==> src/rtl/dp_array_wr_sched.sv <==
// dp_array_wr_sched
// Write-port scheduler for an 8-entry, single-write/dual-read cache data array.
// Two requesters share the array's single write port:
//   - line fill from memory (fill_*)
//   - CPU store-merge (st_*)
// A sequenced flush writes zero to all 8 entries, one entry per cycle.
// The read ports do not pass through this block.
//
// Ports:
//   clk, reset                       clock and synchronous active-high reset
//   fill_req/fill_index/fill_data    fill request, held until fill_ack
//   fill_ack                         pulse: fill written at this cycle's closing edge
//   st_req/st_index/st_data          store request, held until st_ack
//   st_ack                           pulse: store written at this cycle's closing edge
//   flush_req                        zero-all request, only looked at in IDLE
//   flush_busy                       high for the 8 flush write cycles
//   flush_done                       pulse in the cycle after the last flush write
//   arr_write/arr_index/arr_datain   array write port
module dp_array_wr_sched #(
    parameter int width = 128
) (
    input  logic             clk,
    input  logic             reset,
    input  logic             fill_req,
    input  logic [2:0]       fill_index,
    input  logic [width-1:0] fill_data,
    output logic             fill_ack,
    input  logic             st_req,
    input  logic [2:0]       st_index,
    input  logic [width-1:0] st_data,
    output logic             st_ack,
    input  logic             flush_req,
    output logic             flush_busy,
    output logic             flush_done,
    output logic             arr_write,
    output logic [2:0]       arr_index,
    output logic [width-1:0] arr_datain
);

    typedef enum logic [1:0] {
        IDLE  = 2'd0,
        FLUSH = 2'd1,
        DONE  = 2'd2
    } state_t;

    state_t     state;
    logic [2:0] cnt;
    logic       rr;

    logic       arb_open;
    logic       grant_fill;
    logic       grant_st;
    logic       flushing;

    // Arbitration is open in DONE and in IDLE, except the IDLE cycle that
    // accepts a flush: that cycle is spent switching to FLUSH and grants
    // nothing. On a tie rr picks the winner (0 = fill, 1 = store), so the
    // loser always wins the following cycle. Everything is gated by reset so
    // no write or ack leaks out while reset is held.
    always_comb begin
        arb_open   = !reset && ((state == DONE) ||
                                ((state == IDLE) && !flush_req));
        grant_fill = arb_open && fill_req && (!st_req || !rr);
        grant_st   = arb_open && st_req && (!fill_req || rr);
        flushing   = !reset && (state == FLUSH);
    end

    // Write-port mux. The grant path has zero latency, so the outputs are
    // decoded from current state and requests, not registered. When nothing
    // is granted the port is driven to all zeros instead of holding stale
    // index/data, which keeps the array inputs quiet on idle cycles.
    always_comb begin
        arr_write  = 1'b0;
        arr_index  = 3'd0;
        arr_datain = '0;
        if (flushing) begin
            arr_write  = 1'b1;
            arr_index  = cnt;
            arr_datain = '0;
        end else if (grant_fill) begin
            arr_write  = 1'b1;
            arr_index  = fill_index;
            arr_datain = fill_data;
        end else if (grant_st) begin
            arr_write  = 1'b1;
            arr_index  = st_index;
            arr_datain = st_data;
        end
        fill_ack   = grant_fill;
        st_ack     = grant_st;
        flush_busy = flushing;
        flush_done = !reset && (state == DONE);
    end

    // Sequencer. rr remembers the last winner: a fill grant hands priority
    // to the store side and vice versa. FLUSH steps cnt through 0..7; the
    // write at cnt==7 is the last one, after which cnt has wrapped back to 0
    // and DONE takes one cycle. A reset in the middle of FLUSH simply
    // returns to IDLE; entries already zeroed stay zeroed and there is no
    // flush_done for the aborted flush.
    always_ff @(posedge clk) begin
        if (reset) begin
            state <= IDLE;
            cnt   <= 3'd0;
            rr    <= 1'b0;
        end else begin
            if (grant_fill) begin
                rr <= 1'b1;
            end else if (grant_st) begin
                rr <= 1'b0;
            end
            case (state)
                IDLE: begin
                    if (flush_req) begin
                        state <= FLUSH;
                        cnt   <= 3'd0;
                    end
                end
                FLUSH: begin
                    cnt <= cnt + 3'd1;
                    if (cnt == 3'd7) begin
                        state <= DONE;
                    end
                end
                DONE: begin
                    state <= IDLE;
                end
                default: begin
                    state <= IDLE;
                    cnt   <= 3'd0;
                end
            endcase
        end
    end

endmodule
==> config.mk <==
export PLATFORM = sky130hd
export DESIGN_NAME = dp_array_wr_sched
export DESIGN_NICKNAME = d
export VERILOG_FILES = /design/src/rtl/dp_array_wr_sched.sv
export SDC_FILE = /design/constraint.sdc
export NUM_CORES = 1
export LEC_CHECK = 0
export BUFFER_PORTS_ARGS = -buffer_cell sky130_fd_sc_hd__buf_2
export CAP_MARGIN = 20
export CORE_AREA = 2 2 158 160
export DETAILED_ROUTE_END_ITERATION = 6
export DIE_AREA = 0 0 160 162
export SYNTH_ARGS = -nofsm -noshare
export SYNTH_HDL_FRONTEND = slang
export SYNTH_SLANG_ARGS = --single-unit
==> constraint.sdc <==
create_clock -name clk -period 1.7 [get_ports clk]
set_input_delay 0.085 -clock clk [delete_from_list [all_inputs] [get_ports clk]]
set_output_delay 0.085 -clock clk [all_outputs]
set_load 0.01 [all_outputs]
==> qor.yml <==
status: "complete, but fails checks"
violations: "setup timing"
final_cell_area_um2: 4350
m1WireLength_mm: 5.05
fillers: 2721
grt_max_degree: 60
p_int_w: 0.000893
fin_util_pct: 18.0
synthCells: 193
place_worst_setup_slack_ns: 0.0641
grt_use_total_pct: 8.53
synth_area_um2: 1680
place_inst: 896
die_w_um: 160
clock-root-buffer: "clkbuf_16"
nNetsFinal: 855
wl_mm: 13.5
grt_pass1_wl_mm: 17.4
wl_met2_mm: 6.91
peakVddDrop_uv: 237
synth_xor_area_share_pct: 0
avgRoutedWirePerCell_um: 14.8
viasPerCell: 3.80
pwr-share-comb_pct: 59.0
cts_made_buffers: 3
rows: 57
clock_latency_ns: 0.23
cts_tree: "yes"
power_leakage_nw: 2.57
seqPwrFrac_pct: 11.6
route.vias.total: 3461
synthAdderAreaFrac_pct: 1.49
cts_sinks: 6
clkPwrFrac_pct: 29.4
ant_nets: 0
gr-total-overflow: 0
multi_input_area_um2: 1360
rsz0062_at_grt: "yes"
switchingPower_w: 0.000433
startpoint_type: "flip-flop"
hp-class: "in -> reg"
report.final.slew_viol_count: 0
core_um2: 24100
synth_warnings: 0
yosys.area_share.simple_pct: 6.25
port_buffers: 402
tightest_slew_ns: 0.370
slew_headroom_pct: 74.7
avgSynthCellArea_um2: 8.71
io_pins: 403
drc: 0
worstPathArrival_ns: 1.63
place.detailed.hpwl_mm: 10.1
critPathCaptureType: "primary output"
synth.distinct_cells: 20
period_minus_slack_ns: 1.71
setup_ws_ns: -0.0126
critPathRequiredTime_ns: 1.62
place.gp.congestion: 0.907
cts_max_path_buffers: 2
powerDensity_nw_per_um2: 305
first_pass_iters: 4
muxShareOfSynthArea_pct: 0
setup_viol: 7
fin_crit_sh_pct: 101
ctsHoldBuffers: 0
clk_pin_slew_ns: 0.04
stdcell_count: 911
yosysSeqAreaShare_pct: 7.15
grt_pass1_vias: 3251
maxCapViolations: 0
worstPathMaxFanout: 29
syn-num-nets: 462
worstSetupPathType: "reg -> out"
area_growth_pct: 159
antenna_found_initial: 4
wl_met3_mm: 1.21
ys_ff_latch: 6
final-hold-violation-count: 0
htree_num_levels: 1
dieHeight_um: 162
regArea_um2: 124
drtIter0Drc: 150
p_sw_share_pct: 32.7
start_util_pct: 6.97
place_area_um2: 3990
highest_layer: "met5"
skew_ns: 0.00235
drive_gt1_share_pct: 73.8
fmax_mhz: 584
synth_top_family_by_area: "compound AO/OA/AOI/OAI gates"
synth_compound_area_share_pct: 71.6
die_area_um2: 25900
## registers in the layout (all words and copies together), names as in the netlist
name	flops
state	2
rr	1
cnt	3
## worst max-delay path, stage by stage (launching register included)
cell and delay, ns:
dfxtp_2 0.31, nand2b_4 0.15, and4_4 0.20, clkbuf_16 0.22
or3_1 0.37, buf_2 0.14
## kinds of logic (layout without fill, tap and decap cells)
kind of cell	after synthesis	count (layout)
AO/OA/AOI/OAI	137	137
flip-flops	6	6
adder cells (fa/ha/maj)	2	2
other	0	3
buffers and inverters	32	423
AND/OR/NAND/NOR	16	16
## cell usage in the layout (no fill, tap or decap), types with 3 or more instances in the layout
cell type  Yosys  final
and2_1         6      4
a221o_1        3      3
clkbuf_16      0      7
buf_16         0      6
buf_4          8      6
dfxtp_2        0      3
diode_2        0      3
dfxtp_1        6      3
a22o_1       130    129
buf_2         14    398
## metal layers
layer | vias up | global-route usage, %
li1 | 1621 | -
met4 | 2 | 2.13
met1 | 1558 | 9.29
met3 | 17 | 1.71
met5 | - | 0
met2 | 263 | 16.8
## power groups by stage
stage | sequential (W) | combinational (W) | clock (W)
2_1_floorplan | 0.000154 | 0.000271 | 0
3_3_place_gp | 0.000154 | 0.000714 | 0
3_5_place_dp | 0.000154 | 0.000717 | 0
4_1_cts | 0.000153 | 0.000757 | 0.000396
5_1_grt | 0.000155 | 0.000842 | 0.000404
6_report | 0.000154 | 0.000782 | 0.000390
## cells in the mapped netlist (all sizes together)
cell type / number / area share (%)
a22o: 130 / 68
buf: 30 / 13
and2: 6 / 2.2
dfxtp: 6 / 7.1
a221o: 3 / 1.8
nor2: 3 / 0.67
ha: 2 / 1.5
inv: 2 / 0.45
nand2b: 2 / 1.2
nor3b: 2 / 0.89
a2111oi: 1 / 0.52
a31oi: 1 / 0.37
and4: 1 / 0.67
nand2: 1 / 0.22
o2111a: 1 / 0.67
o21bai: 1 / 0.45
or3: 1 / 0.37
## stage by stage
| stage | TNS (ns) | total power (W) | hold slack [ns] |
|---|---|---|---|
| after global routing | -2.98 | 0.00140 | 0.130 |
| after floorplan | 0 | 0.000424 | 0.157 |
| after CTS | -0.0249 | 0.00131 | 0.0963 |
| after global placement | 0 | 0.000868 | 0.324 |
| final | -0.0343 | 0.00133 | 0.116 |
| after detailed placement | 0 | 0.000872 | 0.328 |
## worst paths after layout
check,start,endpoint,slack [ns],cells after the start
worst max-delay path,state[1]$_SDFFE_PP0P_,arr_write,-0.01,5
worst min-delay path,reset,cnt[0]$_SDFFE_PP0P_,0.12,2
worst max register to register,state[0]$_SDFFE_PP0P_,rr$_SDFFE_PP0P_,0.30,6
worst min register to register,rr$_SDFFE_PP0P_,rr$_SDFFE_PP0P_,0.48,2
## area by class of cell
class                      count  share of cell area, %
timing repair buffer         418                   54.4
multi-input combinational    155                   31.3
tap                          324                   9.33
sequential                     6                   2.85
clock buffer                   3                   1.73
inverter                       2                  0.173
antenna                        3                  0.173
## repair_timing
action | 4_1_cts | 5_1_grt
resized for setup | 8 | 13
setup endpoints to repair | 130 | 128
hold endpoints to repair | 0 | 0
gates cloned | 3 | 4
pin swaps | 3 | 47
buffers inserted | 2 | 1
Power figures use the tool's default switching activity.
